File: src/rtl/klavye_pkg.sv
// Shared types and defaults for the keyboard lock controller.
package klavye_pkg;

  localparam int unsigned BAYT_W                  = 8;
  localparam int unsigned VARSAYILAN_CEZA1        = 10;
  localparam int unsigned VARSAYILAN_CEZA2        = 25;
  localparam int unsigned VARSAYILAN_GUVENLI_SURE = 100;

  typedef enum logic [1:0] {
    DINLE   = 2'd0,
    GUVENLI = 2'd1,
    KILITLI = 2'd2,
    KALICI  = 2'd3
  } durum_t;

  // Failure counter increment, saturating at two.
  function automatic logic [1:0] sayi_artir(input logic [1:0] sayi);
    return (sayi == 2'd2) ? 2'd2 : 2'(sayi + 2'd1);
  endfunction

endpackage

File: src/rtl/sifre_kaydirici.sv
// Password register with byte-wise load, character history shifter and
// a comparator that includes the character currently being presented.
module sifre_kaydirici
  import klavye_pkg::*;
#(
  parameter int unsigned SIFRE_UZUNLUK = 4
) (
  input  logic              clk,
  input  logic              rst,
  input  logic              yukle,
  input  logic [BAYT_W-1:0] yuk_bayt,
  input  logic              kaydir,
  input  logic              temizle,
  input  logic [BAYT_W-1:0] karakter,
  output logic              sifre_gecerli,
  output logic              eslesme_c
);

  localparam int unsigned SIFRE_BIT  = SIFRE_UZUNLUK * BAYT_W;
  localparam int unsigned GECMIS_BIT = (SIFRE_UZUNLUK - 1) * BAYT_W;
  localparam int unsigned IDX_W      = $clog2(SIFRE_UZUNLUK);

  logic [SIFRE_BIT-1:0]  sifre;
  logic [GECMIS_BIT-1:0] gecmis;
  logic [IDX_W-1:0]      yuk_idx;
  logic [SIFRE_BIT-1:0]  aday_c;

  // Only the last L-1 characters are kept; the live character completes the window.
  assign aday_c    = {gecmis, karakter};
  assign eslesme_c = sifre_gecerli && (aday_c == sifre);

  // Slot 0 is the most significant byte of the password.
  always_ff @(posedge clk or posedge rst) begin
    if (rst) begin
      sifre         <= '0;
      yuk_idx       <= '0;
      sifre_gecerli <= 1'b0;
    end else if (yukle) begin
      for (int unsigned i = 0; i < SIFRE_UZUNLUK; i++) begin
        if (yuk_idx == IDX_W'(i)) begin
          sifre[(SIFRE_UZUNLUK-1-i)*BAYT_W +: BAYT_W] <= yuk_bayt;
        end
      end
      if (yuk_idx == IDX_W'(SIFRE_UZUNLUK - 1)) begin
        yuk_idx       <= '0;
        sifre_gecerli <= 1'b1;
      end else begin
        yuk_idx       <= IDX_W'(yuk_idx + 1'b1);
        sifre_gecerli <= 1'b0;
      end
    end
  end

  always_ff @(posedge clk or posedge rst) begin
    if (rst) begin
      gecmis <= '0;
    end else if (temizle) begin
      gecmis <= '0;
    end else if (kaydir) begin
      gecmis <= GECMIS_BIT'(aday_c);
    end
  end

endmodule

File: src/rtl/klavye_kilit_denetleyici.sv
// Keyboard password listener: grants a timed safe window on match and
// escalates failed attempts into temporary and finally permanent lockout.
module klavye_kilit_denetleyici
  import klavye_pkg::*;
#(
  parameter int unsigned SIFRE_UZUNLUK   = 4,
  parameter int unsigned DENEME_KARAKTER = 8,
  parameter int unsigned GUVENLI_SURE    = VARSAYILAN_GUVENLI_SURE,
  parameter int unsigned CEZA_W          = 8,
  parameter int unsigned CEZA1           = VARSAYILAN_CEZA1,
  parameter int unsigned CEZA2           = VARSAYILAN_CEZA2
) (
  input  logic              clk,
  input  logic              rst,
  input  logic              karakter_aktif,
  input  logic [BAYT_W-1:0] karakter,
  input  logic              sifre_degis,
  input  logic [BAYT_W-1:0] sifre_kanali,
  output logic              guvenli,
  output logic              kitle,
  output logic [CEZA_W-1:0] ceza,
  output logic              sifre_gecerli,
  output logic [1:0]        ceza_sayisi
);

  localparam int unsigned SAYAC_W  = $clog2(GUVENLI_SURE + 1);
  localparam int unsigned DENEME_W = $clog2(DENEME_KARAKTER + 1);

  durum_t              durum;
  logic [SAYAC_W-1:0]  zamanlayici;
  logic [DENEME_W-1:0] deneme;

  logic yukle_c;
  logic kar_kabul_c;
  logic esles_ham_c;
  logic esles_c;
  logic sayilan_c;
  logic tukendi_c;
  logic guvenli_bitti_c;
  logic kilit_bitti_c;

  // Password bytes win over a simultaneous character, which is dropped.
  assign yukle_c         = sifre_degis &&
                           ((durum == GUVENLI) || ((durum == DINLE) && !sifre_gecerli));
  assign kar_kabul_c     = karakter_aktif && ((durum == DINLE) || (durum == GUVENLI)) && !yukle_c;
  assign esles_c         = kar_kabul_c && esles_ham_c;
  assign sayilan_c       = kar_kabul_c && sifre_gecerli && (durum == DINLE);
  assign tukendi_c       = sayilan_c && (deneme == DENEME_W'(DENEME_KARAKTER - 1));
  assign guvenli_bitti_c = (durum == GUVENLI) && !esles_c && (zamanlayici == SAYAC_W'(1));
  assign kilit_bitti_c   = (durum == KILITLI) && (ceza == CEZA_W'(1));

  sifre_kaydirici #(
    .SIFRE_UZUNLUK(SIFRE_UZUNLUK)
  ) u_sifre_kaydirici (
    .clk          (clk),
    .rst          (rst),
    .yukle        (yukle_c),
    .yuk_bayt     (sifre_kanali),
    .kaydir       (kar_kabul_c),
    .temizle      (guvenli_bitti_c || kilit_bitti_c),
    .karakter     (karakter),
    .sifre_gecerli(sifre_gecerli),
    .eslesme_c    (esles_ham_c)
  );

  // Mode FSM with its timers; all status outputs are registered here.
  always_ff @(posedge clk or posedge rst) begin
    if (rst) begin
      durum       <= DINLE;
      guvenli     <= 1'b0;
      kitle       <= 1'b0;
      ceza        <= '0;
      ceza_sayisi <= 2'd0;
      zamanlayici <= '0;
      deneme      <= '0;
    end else begin
      case (durum)
        DINLE: begin
          if (esles_c) begin
            // A match on the attempt's last character still wins.
            durum       <= GUVENLI;
            guvenli     <= 1'b1;
            zamanlayici <= SAYAC_W'(GUVENLI_SURE);
            ceza_sayisi <= 2'd0;
            deneme      <= '0;
          end else if (tukendi_c) begin
            deneme      <= '0;
            kitle       <= 1'b1;
            ceza_sayisi <= sayi_artir(ceza_sayisi);
            if (ceza_sayisi == 2'd0) begin
              durum <= KILITLI;
              ceza  <= CEZA_W'(CEZA1);
            end else if (ceza_sayisi == 2'd1) begin
              durum <= KILITLI;
              ceza  <= CEZA_W'(CEZA2);
            end else begin
              durum <= KALICI;
              ceza  <= '1;
            end
          end else if (sayilan_c) begin
            deneme <= DENEME_W'(deneme + 1'b1);
          end
        end
        GUVENLI: begin
          if (esles_c) begin
            zamanlayici <= SAYAC_W'(GUVENLI_SURE);
            ceza_sayisi <= 2'd0;
          end else if (guvenli_bitti_c) begin
            durum       <= DINLE;
            guvenli     <= 1'b0;
            zamanlayici <= '0;
            deneme      <= '0;
          end else begin
            zamanlayici <= SAYAC_W'(zamanlayici - 1'b1);
          end
        end
        KILITLI: begin
          if (kilit_bitti_c) begin
            durum  <= DINLE;
            kitle  <= 1'b0;
            ceza   <= '0;
            deneme <= '0;
          end else begin
            ceza <= CEZA_W'(ceza - 1'b1);
          end
        end
        KALICI: begin
          kitle <= 1'b1;
          ceza  <= '1;
        end
        default: begin
          durum <= DINLE;
        end
      endcase
    end
  end

endmodule

File: config.mk
export PLATFORM = sky130hd
export DESIGN_NAME = klavye_kilit_denetleyici
export DESIGN_NICKNAME = d
export VERILOG_FILES = /design/src/rtl/klavye_pkg.sv /design/src/rtl/sifre_kaydirici.sv /design/src/rtl/klavye_kilit_denetleyici.sv
export SDC_FILE = /design/constraint.sdc
export NUM_CORES = 1
export LEC_CHECK = 0
export CORE_UTILIZATION = 28
export DETAILED_ROUTE_END_ITERATION = 16
export HOLD_SLACK_MARGIN = 0.1
export MAX_ROUTING_LAYER = met4
export SLEW_MARGIN = 30
export SYNTH_ARGS = -nofsm -noshare
export SYNTH_HDL_FRONTEND = slang
export SYNTH_SLANG_ARGS = --single-unit
File: constraint.sdc
create_clock -name clk -period 3.4 [get_ports clk]
set_input_delay 0.85 -clock clk [delete_from_list [all_inputs] [get_ports clk]]
set_output_delay 0.85 -clock clk [all_outputs]
set_load 0.1 [all_outputs]
==> tab_implementation.tex, run 1 <==
\begin{tabular}{lr}
\hline
Metric & Value \\
\hline
\multicolumn{2}{l}{\textbf{Status}} \\
\quad Run status & finished, final reports clean \\
\multicolumn{2}{l}{\textbf{GRT}} \\
\quad Antenna violations before repair & 0 \\
\quad Vias in the first global route & approximately 3400 \\
\quad Wire length of the first global-routing pass & about 17000 um \\
\quad Total routing usage reported by global routing & 13.5\% \\
\quad Total congestion overflow & 0 \\
\quad Maximum number of pins on one net before global-route repair & 56 \\
\multicolumn{2}{l}{\textbf{Floorplanning}} \\
\quad Width of the die & 128 um \\
\quad Core ar. & around 15000 um2 \\
\quad Die outline area & $\sim$16000 um2 \\
\quad Height of the die & between 100 and 150 um \\
\quad Floorplan row count & 45 \\
\quad Number of primary I/O pins & 33 \\
\quad Initial standard-cell utilization of the core & between 20\% and 30\% \\
\multicolumn{2}{l}{\textbf{Synth}} \\
\quad Post-synthesis register bit count & 84 \\
\quad Post-synthesis instance total & between 400 and 500 \\
\quad Unique cell type count in the Yosys netlist & 55 \\
\quad Yosys synthesis warning count & 0 \\
\quad Portion of the post-synthesis area used by sequential elements & between 40 and 50\% \\
\quad Most common flop cell mapped by yosys & dfrtp\_1 \\
\quad EDFF count, synth & 0 \\
\quad Post-synthesis average cell area & around 10 um2 \\
\quad Summed instance area of the synthesized netlist & 4420 um2 \\
\quad Async set-or-reset flop fraction in the synthesized netlist & 100\% \\
\quad Synthesized netlist net count & 467 \\
\multicolumn{2}{l}{\textbf{Drt}} \\
\quad TritonRoute pass-1 iters & 6 \\
\quad Via density per instance & between 4 and 5 \\
\quad Total wire length & between 9000 and 10000 um \\
\quad Iter 0 DRT Violations & $\sim$150 \\
\quad Total DRC errors in the routed layout & 0 \\
\quad Total number of vias & roughly 3300 \\
\quad Detailed-route wire length per cell & roughly 14 um \\
\quad Count of antenna-violating nets left after detailed routing & 0 \\
\multicolumn{2}{l}{\textbf{Pwr}} \\
\quad Worst-case vdd ir drop & between 0.3 and 0.4 mV \\
\quad Cell leakage power & 0.00232 uW \\
\quad P per Cell Area & 957 nW/um2 \\
\multicolumn{2}{l}{\textbf{STA}} \\
\quad Final critical path time including I/O delays and setup & slightly below 3 ns \\
\quad Number of failing hold endpoints at the final stage & 0 \\
\quad Achievable clock frequency & $\sim$340 MHz \\
\quad Final setup viols & 0 \\
\quad Worst rel slew slack & between 60\% and 70\% \\
\quad Clock skew after layout & between 0.005 and 0.006 ns \\
\quad Transition time of the tightest slew-check pin & approximately 0.59 ns \\
\quad Post-route fraction of the period consumed by the critical path & approximately 87\% \\
\quad Final total negative setup slack & 0 ns \\
\quad Setup repair after global routing missed its margin & no \\
\quad Number of pins exceeding their max-slew limit in the final report & 0 \\
\multicolumn{2}{l}{\textbf{CTS}} \\
\quad Count of hold buffers inserted by post-cts repair & 0 \\
\quad Post-CTS clock slew at the launch and capture registers of the worst setup and hold paths & 0.06 ns \\
\quad Clock tree from TritonCTS & done \\
\quad Clock Sink Count & 84 \\
\quad Resize count post-CTS & 0 \\
\quad TritonCTS buffer count & 9 \\
\quad Deepest clock path buffer count & 2 \\
\quad Clock latency on the worst-skew pair & 0.33 ns \\
\quad CTS Root Cell & clkbuf\_16 \\
\quad Setup repair bufs after CTS & 0 \\
\quad Deepest level of the CTS H-tree & 3 \\
\multicolumn{2}{l}{\textbf{Setup path}} \\
\quad Cells along the critical path & clkdlybuf4s50\_1 -> xor2\_1 -> nor4\_1 -> nand4\_1 -> nor3\_4 -> buf\_4 -> o32ai\_2 -> buf\_4 -> a21oi\_1 \\
\quad Data required time of the worst path & around 3.7 ns \\
\quad Type of the setup path with the least slack & in -> reg \\
\quad CP most frequent cell & buf\_4 \\
\quad Setup crit end kind & flop \\
\quad Cell type of the slowest stage on the worst timing path & clkdlybuf4s50\_1 \\
\quad Highest cell delay on the worst timing path & approximately 0.47 ns \\
\quad Crit path arrival time & between 3 and 4 ns \\
\quad Highest net fanout along the worst path & 24 \\
\quad Launching element type of the critical path & input pin \\
\multicolumn{2}{l}{\textbf{Job}} \\
\quad Max Cap Violations & 0 \\
\multicolumn{2}{l}{\textbf{Final layout}} \\
\quad Most common library cell in the layout ignoring fill and taps & dfrtp\_1 \\
\quad Share of final-layout standard cells stronger than drive strength 1 & $\sim$17\% \\
\quad Number of antenna cells inserted & 0 \\
\quad Most frequent cells in the layout & dfrtp\_1 (84), nand2\_1 (69), mux2\_2 (34), xor2\_1 (32), a21oi\_1 (32) \\
\quad Utilization of the core after routing & roughly a third \\
\quad Number of nets at the end of the flow & between 500 and 600 \\
\quad Synthesis-to-finish area growth & 19.1\% \\
\multicolumn{2}{l}{\textbf{Placement}} \\
\quad Final HPWL from detailed placement & between 6000 and 7000 um \\
\quad Port Buffers & 32 \\
\quad Final estimated routing congestion in global placement & between 0.8 and 0.9 \\
\multicolumn{2}{l}{\textbf{Worst hold path}} \\
\quad Path type of the worst min-delay path & reg -> reg \\
\hline
\end{tabular}
-- flip-flops by register name, indices dropped and copies added, names as in the netlist --
| register | cells |
|---|---|
| u_sifre_kaydirici.yuk_idx | 2 |
| u_sifre_kaydirici.sifre_gecerli | 1 |
| zamanlayici | 7 |
| durum | 2 |
| u_sifre_kaydirici.sifre | 32 |
| ceza | 8 |
| deneme | 4 |
| ceza_sayisi | 2 |
| kitle | 1 |
| guvenli | 1 |
| u_sifre_kaydirici.gecmis | 24 |
-- synthesized netlist by cell type, drive strengths merged (4+ instances only) --
| library cell | number | share of area (%) |
|---|---|---|
| ha | 17 | 4.8 |
| inv | 25 | 2.1 |
| o31ai | 4 | 0.68 |
| mux2 | 35 | 8.9 |
| a211oi | 5 | 0.85 |
| dfrtp | 84 | 48 |
| a22o | 4 | 0.79 |
| a21oi | 34 | 4.0 |
| buf | 5 | 0.79 |
| o2bb2ai | 7 | 1.4 |
| nand2 | 69 | 5.9 |
| o21ai | 7 | 0.88 |
| xor2 | 32 | 6.3 |
| nor2 | 21 | 1.8 |
| nand3 | 6 | 0.79 |
| nor4b | 4 | 0.79 |
| nor3 | 7 | 1.2 |
| a21o | 5 | 0.85 |
| nor4 | 13 | 1.8 |
| clkbuf | 10 | 0.85 |
-- cells by family after synthesis --
group | count (synthesis) | synth area share (%)
mux | 37 | 9.37
simple gates | 132 | 14.2
fa+ha+maj | 17 | 4.81
flops | 84 | 47.6
compound gates | 88 | 14.0
buf+inv | 40 | 3.77
xor+xnor | 32 | 6.34
-- report_power, final --
group | switching (uW) | internal (uW)
logic | 1330 | 892
clock network | 383 | 580
registers | 388 | 1470
-- layer usage --
metal	track usage, %	part of all wire, %	vias to the layer above
li1	-	-	1583
met1	16.1	45	1644
met2	22.6	50	52
met3	2.97	2.9	10
met4	4.43	1.6	0
met5	-	0	-
-- area by class of cell --
class                      count  area (um2)
timing repair buffer          40         360
inverter                      25        95.1
clock buffer                  10         239
fill                        1597       10100
sequential                    84        2100
multi-input combinational    306        2150
clock inverter                 4        51.3
tap                          211         264
-- critical path, delay by kind of cell --
| kind | cells | cell delay, ns |
|---|---|---|
| compound gates | 2 | 0.29 |
| buf+inv | 3 | 0.97 |
| simple gates | 3 | 0.89 |
| xor+xnor | 1 | 0.18 |
-- per-stage QoR --
stage	total power [uW]	hold WS, ns	worst slack, ns	std cells	area (um2)
floorplan	3550	0.488	0.385	430	4420
detailed placement	4110	0.514	0.126	666	4970
CTS	5090	0.527	0.479	680	5260
finish	5040	0.525	0.458	680	5260
global placement	4030	0.508	0.210	666	4970
global route	5390	0.530	0.243	680	5260
-- worst paths after layout --
| check | startpoint | to | slack (ns) | cells past startpoint |
|---|---|---|---|---|
| setup / recovery | karakter[5] | u_sifre_kaydirici.gecmis[6]$_DFFE_PP0P_ | 0.46 | 9 |
| hold / removal | u_sifre_kaydirici.sifre[31]$_DFFE_PP0P_ | u_sifre_kaydirici.sifre[31]$_DFFE_PP0P_ | 0.53 | 1 |
| setup reg to reg | durum[1]$_DFFE_PP0P_ | ceza[0]$_DFFE_PP0P_ | 0.67 | 7 |
| hold reg to reg | u_sifre_kaydirici.sifre[31]$_DFFE_PP0P_ | u_sifre_kaydirici.sifre[31]$_DFFE_PP0P_ | 0.53 | 1 |
| max in group asynchronous | rst | u_sifre_kaydirici.sifre[5]$_DFFE_PP0P_ | 1.84 | 3 |
| min in group asynchronous | rst | ceza[2]$_DFFE_PP0P_ | 0.89 | 2 |
(Power assumes the default switching activity.)
==> run 2, diff against run 1 <==
Clock period 3.4 ns to 3.09 ns, I/O delays scaled along.
==> run 2 against run 1 <==
Effect of this change: cell area up 1.6%; critical path depth up 1; sequential share of layout area decreased by 0.62 points; combinational power grew 14%; clock power grew 13%; global-route usage up 0.32 points; first-iteration DRC count up 65%; sequential power up 10%; clock skew is essentially flat; worst setup slack got worse by 0.14 ns; largest power group unchanged; via count grew 1.4%; critical path type unchanged.
==> tab_implementation.tex, run 2 (synthesis gave the netlist of run 1 again) <==
\begin{tabular}{lr}
\hline
Metric & Value \\
\hline
\multicolumn{2}{l}{\textbf{Drt}} \\
\quad Total DRC errors in the routed layout & 0 (unchanged) \\
\quad TritonRoute pass-1 iters & 4 (-2) \\
\quad Iter 0 DRT Violations & 242 (+65\%) \\
\quad Total number of vias & 3334 (+1.4\%) \\
\quad Total wire length & 10300 um (+4.8\%) \\
\quad Via density per instance & 4.84 (about the same) \\
\quad Count of antenna-violating nets left after detailed routing & 0 (unchanged) \\
\quad Detailed-route wire length per cell & 15.0 um (+3.4\%) \\
\multicolumn{2}{l}{\textbf{Final layout}} \\
\quad Max FFs per register & 32 (unchanged) \\
\quad Largest regs & u\_sifre\_kaydirici.sifre: 32 flops, u\_sifre\_kaydirici.gecmis: 24 flops, ceza: 8 flops \\
\quad Number of antenna cells inserted & 0 (unchanged) \\
\quad Most frequent cells in the layout & dfrtp\_1 (84), nand2\_1 (69), mux2\_2 (34), xor2\_1 (32), a21oi\_1 (32) \\
\quad Most common library cell in the layout ignoring fill and taps & dfrtp\_1 \\
\quad Share of final-layout standard cells stronger than drive strength 1 & 18.8\% (+1.6 points) \\
\quad Final std cell area, no fill & 5350 um2 (+1.6\%) \\
\quad Biggest register & u\_sifre\_kaydirici.sifre \\
\quad Number of nets at the end of the flow & 511 (+1.6\%) \\
\quad Utilization of the core after routing & 34.9\% (+0.54 points) \\
\quad Synthesis-to-finish area growth & 21.0\% \\
\multicolumn{2}{l}{\textbf{CTS}} \\
\quad Resize count post-CTS & 0 (unchanged) \\
\quad Clock tree from TritonCTS & done \\
\quad Clock Sink Count & 84 (unchanged) \\
\quad Deepest clock path buffer count & 2 (unchanged) \\
\quad Count of hold buffers inserted by post-cts repair & 0 (unchanged) \\
\quad Setup repair bufs after CTS & 0 (unchanged) \\
\quad Clock latency on the worst-skew pair & 0.34 ns (about the same) \\
\quad Post-CTS clock slew at the launch and capture registers of the worst setup and hold paths & 0.06 ns (about the same) \\
\quad Deepest level of the CTS H-tree & 3 (unchanged) \\
\quad CTS Root Cell & clkbuf\_16 \\
\quad TritonCTS buffer count & 9 (unchanged) \\
\multicolumn{2}{l}{\textbf{STA}} \\
\quad Setup repair after global routing missed its margin & no \\
\quad Number of failing hold endpoints at the final stage & 0 (unchanged) \\
\quad Achievable clock frequency & approximately 360 MHz \\
\quad Final total negative setup slack & 0 ns (unchanged) \\
\quad Clock skew after layout & 0.00553 ns (+0.0000535 ns) \\
\quad Worst rel slew slack & 57.0\% (-3.0 points) \\
\quad Transition time of the tightest slew-check pin & 0.639 ns (+0.0448 ns) \\
\quad Post-layout worst setup margin & 0.317 ns (-0.142 ns) \\
\quad Final critical path time including I/O delays and setup & between 2 and 3 ns \\
\quad Worst hold margin & 0.526 ns (+0.00128 ns) \\
\quad Number of pins exceeding their max-slew limit in the final report & 0 (unchanged) \\
\quad Final setup viols & 0 (unchanged) \\
\quad Post-route fraction of the period consumed by the critical path & about nine tenths \\
\multicolumn{2}{l}{\textbf{GRT}} \\
\quad Total congestion overflow & 0 (unchanged) \\
\quad Antenna violations before repair & 0 (unchanged) \\
\quad Vias in the first global route & 3359 (-0.18\%) \\
\quad Wire length of the first global-routing pass & 16800 um (+0.20\%) \\
\quad Total routing usage reported by global routing & 13.8\% (+0.32 points) \\
\quad Maximum number of pins on one net before global-route repair & 57 (+1.8\%) \\
\multicolumn{2}{l}{\textbf{Setup path}} \\
\quad Crit path arrival time & 3.00 ns (-0.20 ns) \\
\quad Startpoint of the most critical setup path & karakter[3] \\
\quad Highest net fanout along the worst path & 8 (-67\%) \\
\quad Startpoint of the worst register-to-register path & durum[1]\$\_DFFE\_PP0P\_ \\
\quad Launching element type of the critical path & input pin \\
\quad Type of the setup path with the least slack & in -> reg \\
\quad Setup crit end kind & flop \\
\quad Data required time of the worst path & 3.32 ns (-0.33 ns) \\
\multicolumn{2}{l}{\textbf{Worst hold path}} \\
\quad Min-delay src & u\_sifre\_kaydirici.sifre[17]\$\_DFFE\_PP0P\_ \\
\quad Path type of the worst min-delay path & reg -> reg \\
\multicolumn{2}{l}{\textbf{Floorplanning}} \\
\quad Height of the die & 128 um (unchanged) \\
\quad Die outline area & 16300 um2 (unchanged) \\
\quad Floorplan row count & 45 (unchanged) \\
\quad Core ar. & 15300 um2 (unchanged) \\
\quad Width of the die & 128 um (unchanged) \\
\quad Number of primary I/O pins & 33 (unchanged) \\
\quad Initial standard-cell utilization of the core & 28.9\% (unchanged) \\
\multicolumn{2}{l}{\textbf{Status}} \\
\quad Run status & finished, final reports clean \\
\multicolumn{2}{l}{\textbf{Pwr}} \\
\quad P per Cell Area & 1060 nW/um2 (+10\%) \\
\quad Switching share of total power & 41.8\% (+0.17 points) \\
\quad Internal cell power & 3290 uW (+12\%) \\
\quad Combinational share of power & 44.6\% (+0.5 points) \\
\quad Clock power share & 19.3\% (+0.2 points) \\
\quad Worst-case vdd ir drop & 0.408 mV (+4.1\%) \\
\quad Cell leakage power & 0.00236 uW (+1.6\%) \\
\quad Sw power & 2360 uW (+13\%) \\
\quad Sequential fraction of design power & 36.1\% (-0.7 points) \\
\multicolumn{2}{l}{\textbf{Placement}} \\
\quad Final estimated routing congestion in global placement & 0.831 (about the same) \\
\quad Port Buffers & 32 (unchanged) \\
\quad Final HPWL from detailed placement & 7270 um (+4.9\%) \\
\quad Cell area after placement & 5040 um2 (+1.5\%) \\
\quad Worst slack at placement & -0.0577 ns (-0.184 ns) \\
\multicolumn{2}{l}{\textbf{Job}} \\
\quad Max Cap Violations & 0 (unchanged) \\
\hline
\end{tabular}
==> run 2: metrics by stage <==
step	total power (uW)	cells
after detailed placement	4600	674
after floorplan	3910	430
after global routing	6020	689
after global placement	4480	674
final	5650	689
after CTS	5700	689
==> run 2: path summary, 6_finish.rpt <==
check	end	slack, ns	cells past startpoint
worst min-delay path	u_sifre_kaydirici.sifre[17]$_DFFE_PP0P_	0.53	1
worst max register to register	zamanlayici[6]$_DFFE_PP0P_	0.51	11
worst min register to register	u_sifre_kaydirici.sifre[17]$_DFFE_PP0P_	0.53	1
max in group asynchronous	u_sifre_kaydirici.sifre[22]$_DFFE_PP0P_	1.65	3
worst max-delay path	ceza_sayisi[0]$_DFFE_PP0P_	0.32	10
min in group asynchronous	ceza[3]$_DFFE_PP0P_	0.79	2
==> run 2: power groups by stage <==
| stage | clock network [uW] | logic [uW] | registers, uW |
|---|---|---|---|
| floorplan | 0 | 1580 | 2330 |
| global placement | 0 | 2460 | 2020 |
| detailed placement | 0 | 2540 | 2060 |
| CTS | 1110 | 2550 | 2040 |
| global route | 1160 | 2750 | 2110 |
| finish | 1090 | 2520 | 2040 |
==> run 2: worst max-delay path: stages <==
cell             delay, ns
clkdlybuf4s50_1       0.43
xor2_1                0.15
nor4_1                0.37
nand4_1               0.22
buf_4                 0.21
nor3_4                0.16
buf_4                 0.19
buf_4                 0.17
o22ai_1               0.09
a22o_1                0.23
==> run 2: layout make-up <==
class / instances / area [um2]
clock buffers: 10 / 239
clock inverters: 5 / 61.3
fillers: 1599 / 9970
inverters: 25 / 95.1
multi-input cells: 306 / 2150
flip-flops and latches: 84 / 2100
well taps: 211 / 264
repair buffers: 48 / 433
==> run 2: metal layers <==
| layer | vias to the layer above | wire, um | global-route usage [%] | part of all wire [%] |
|---|---|---|---|---|
| met5 | - | 0 | - | 0 |
| met3 | 10 | 349 | 3.69 | 3.4 |
| met1 | 1654 | 4630 | 16.1 | 45 |
| met2 | 62 | 5230 | 23.2 | 51 |
| met4 | 0 | 110 | 4.15 | 1.1 |
| li1 | 1608 | - | - | - |
==> run 3, diff against run 2 <==
Settings changed: RECOVER_POWER set to 50.
==> run 3 against run 2 <==
Effect of this change: combinational power barely moved; global-route usage stayed put; critical endpoint unchanged; register-to-register slack about the same; maximum frequency about the same; clock power is essentially flat; largest cell class unchanged; hold slack improved by 0.0016 ns; first-iteration DRC count increased by 7.0%; final cell count is the same; die area stayed put; sequential power barely moved.
==> tab_implementation.tex, run 3 (synthesis gave the netlist of run 1 again) <==
\begin{tabular}{lr}
\hline
Metric & Value \\
\hline
\multicolumn{2}{l}{\textbf{Status}} \\
\quad Run status & finished, final reports clean \\
\multicolumn{2}{l}{\textbf{Pwr}} \\
\quad Cell leakage power & 0.00233 uW (-1.2\%) \\
\quad P per Cell Area & 1060 nW/um2 (+0.31\%) \\
\quad Power after layout & 5630 uW (-0.35\%) \\
\quad Worst-case vdd ir drop & 0.407 mV (about the same) \\
\multicolumn{2}{l}{\textbf{Drt}} \\
\quad Total number of vias & 3334 (unchanged) \\
\quad Via density per instance & 4.84 (unchanged) \\
\quad Uppermost metal layer occupied by signal nets & met4 \\
\quad Met3 wire length & 366 um (+4.9\%) \\
\quad Detailed-route wire length per cell & 15.0 um (about the same) \\
\quad WL met1 & 4590 um (-0.74\%) \\
\quad Met2 Routed Length & 5240 um (+0.15\%) \\
\quad Total DRC errors in the routed layout & 0 (unchanged) \\
\quad TritonRoute pass-1 iters & 4 (unchanged) \\
\quad Total wire length & 10300 um (about the same) \\
\quad Count of antenna-violating nets left after detailed routing & 0 (unchanged) \\
\quad Iter 0 DRT Violations & 259 (+7.0\%) \\
\multicolumn{2}{l}{\textbf{Placement}} \\
\quad Port Buffers & 32 (unchanged) \\
\quad Final estimated routing congestion in global placement & 0.831 (unchanged) \\
\quad Final HPWL from detailed placement & 7270 um (unchanged) \\
\quad Cell area after placement & 5040 um2 (unchanged) \\
\multicolumn{2}{l}{\textbf{CTS}} \\
\quad Post-CTS clock slew at the launch and capture registers of the worst setup and hold paths & 0.06 ns (about the same) \\
\quad TritonCTS buffer count & 9 (unchanged) \\
\quad Resize count post-CTS & 0 (unchanged) \\
\quad Clock latency on the worst-skew pair & 0.34 ns (about the same) \\
\quad Deepest clock path buffer count & 2 (unchanged) \\
\quad Clock tree from TritonCTS & done \\
\quad Clock Sink Count & 84 (unchanged) \\
\quad Count of hold buffers inserted by post-cts repair & 0 (unchanged) \\
\quad CTS Root Cell & clkbuf\_16 \\
\quad Deepest level of the CTS H-tree & 3 (unchanged) \\
\quad Setup repair bufs after CTS & 0 (unchanged) \\
\multicolumn{2}{l}{\textbf{Setup path}} \\
\quad Startpoint of the most critical setup path & karakter[3] \\
\quad Type of the setup path with the least slack & in -> reg \\
\quad Number of cells on the worst reg-to-reg path & 11 (unchanged) \\
\quad Highest net fanout along the worst path & 8 (unchanged) \\
\quad Startpoint of the worst register-to-register path & durum[1]\$\_DFFE\_PP0P\_ \\
\quad Data required time of the worst path & 3.32 ns (about the same) \\
\quad Crit path arrival time & 3.00 ns (about the same) \\
\quad Launching element type of the critical path & input pin \\
\quad Setup crit end kind & flop \\
\multicolumn{2}{l}{\textbf{Floorplanning}} \\
\quad Height of the die & 128 um (unchanged) \\
\quad Initial standard-cell utilization of the core & 28.9\% (unchanged) \\
\quad Floorplan row count & 45 (unchanged) \\
\quad Die outline area & 16300 um2 (unchanged) \\
\quad Width of the die & 128 um (unchanged) \\
\quad Core ar. & 15300 um2 (unchanged) \\
\quad Number of primary I/O pins & 33 (unchanged) \\
\multicolumn{2}{l}{\textbf{Final layout}} \\
\quad Number of nets at the end of the flow & 511 (unchanged) \\
\quad Most common library cell in the layout ignoring fill and taps & dfrtp\_1 \\
\quad Synthesis-to-finish area growth & 20.2\% \\
\quad Filler cells & 1606 (+0.44\%) \\
\quad Multi-input combinational cell area & 2150 um2 (unchanged) \\
\quad Biggest register & u\_sifre\_kaydirici.sifre \\
\quad Total area of sequential cells & 2100 um2 (unchanged) \\
\quad Most frequent cells in the layout & dfrtp\_1 (84), nand2\_1 (69), mux2\_2 (34), xor2\_1 (32), a21oi\_1 (32) \\
\quad Max FFs per register & 32 (unchanged) \\
\quad Largest regs & u\_sifre\_kaydirici.sifre: 32 flops, u\_sifre\_kaydirici.gecmis: 24 flops, ceza: 8 flops \\
\quad Share of final-layout standard cells stronger than drive strength 1 & 17.6\% (-1.3 points) \\
\quad Final std cell area, no fill & 5310 um2 (-0.66\%) \\
\quad Number of antenna cells inserted & 0 (unchanged) \\
\multicolumn{2}{l}{\textbf{STA}} \\
\quad Final total negative setup slack & 0 ns (unchanged) \\
\quad Final critical path time including I/O delays and setup & 2.78 ns (+0.00180 ns) \\
\quad Number of pins exceeding their max-slew limit in the final report & 0 (unchanged) \\
\quad Post-route fraction of the period consumed by the critical path & 89.8\% (about the same) \\
\quad Worst hold margin & 0.528 ns (+0.00158 ns) \\
\quad Final setup viols & 0 (unchanged) \\
\quad Achievable clock frequency & 360 MHz (about the same) \\
\quad Setup repair after global routing missed its margin & no \\
\quad Number of failing hold endpoints at the final stage & 0 (unchanged) \\
\quad Transition time of the tightest slew-check pin & 1.32 ns (+0.681 ns) \\
\quad Clock skew after layout & 0.00537 ns (-0.000158 ns) \\
\quad Worst rel slew slack & 11.5\% (-45 points) \\
\multicolumn{2}{l}{\textbf{GRT}} \\
\quad Total congestion overflow & 0 (unchanged) \\
\quad Vias in the first global route & 3359 (unchanged) \\
\quad Antenna violations before repair & 0 (unchanged) \\
\quad Wire length of the first global-routing pass & 16800 um (unchanged) \\
\quad Maximum number of pins on one net before global-route repair & 57 (unchanged) \\
\quad Total routing usage reported by global routing & 13.8\% (unchanged) \\
\multicolumn{2}{l}{\textbf{Worst hold path}} \\
\quad Worst hold path depth & 1 (unchanged) \\
\quad Min-delay src & u\_sifre\_kaydirici.sifre[25]\$\_DFFE\_PP0P\_ \\
\quad Path type of the worst min-delay path & reg -> reg \\
\multicolumn{2}{l}{\textbf{Job}} \\
\quad Max Cap Violations & 0 (unchanged) \\
\hline
\end{tabular}
run 3: cell count changes in the layout (fill, tap and decap cells not counted), sizes merged:
cell | before | now
clkinvlp | 3 | 4
buf | 29 | 22
clkdlybuf4s50 | 19 | 18
clkbuf | 10 | 17
dlygate4sd3 | 0 | 1
clkinv | 1 | 0
run 3: routing by layer:
metal  up-vias  GRT usage [%]
met5         -              -
met4         0           4.15
met3        10           3.69
met2        63           23.2
met1      1654           16.1
li1       1607              -
run 3: final timing paths:
check / slack, ns / to
setup / recovery: 0.31 / ceza_sayisi[0]$_DFFE_PP0P_
min in group asynchronous: 1.17 / ceza[3]$_DFFE_PP0P_
hold reg to reg: 0.53 / u_sifre_kaydirici.sifre[25]$_DFFE_PP0P_
setup reg to reg: 0.51 / zamanlayici[6]$_DFFE_PP0P_
hold / removal: 0.53 / u_sifre_kaydirici.sifre[25]$_DFFE_PP0P_
max in group asynchronous: 0.53 / u_sifre_kaydirici.sifre[22]$_DFFE_PP0P_
run 3: final cells by class:
| type | count | area share [%] |
|---|---|---|
| clock buffers | 10 | 4.50 |
| clock inverters | 5 | 1.15 |
| inverters | 25 | 1.79 |
| multi-input cells | 306 | 40.5 |
| flip-flops and latches | 84 | 39.6 |
| well taps | 211 | 4.97 |
| repair buffers | 48 | 7.49 |
run 3: worst max-delay path: stages:
cell and delay [ns]:
clkdlybuf4s50_1 0.43, xor2_1 0.15, nor4_1 0.37, nand4_1 0.22, buf_4 0.21, nor3_4 0.16, buf_4 0.19, buf_4 0.17
o22ai_1 0.09, a22o_1 0.23
run 3: power by group:
part	switching, uW	internal, uW	total [uW]	leakage [uW]
clock network	445	646	1090	0.000137
registers	427	1610	2040	0.00100
logic	1490	1010	2500	0.00119
total	2360	3270	5630	0.00233
run 3: per-stage QoR:
step / setup WS [ns] / std cells / util [%]
after global routing: 0.126 / 689 / 34.7
after detailed placement: -0.0577 / 674 / 32.9
after floorplan: 0.152 / 430 / -
after CTS: 0.336 / 689 / 34.9
after global placement: 0.00172 / 674 / 32.9
final: 0.315 / 689 / 34.7
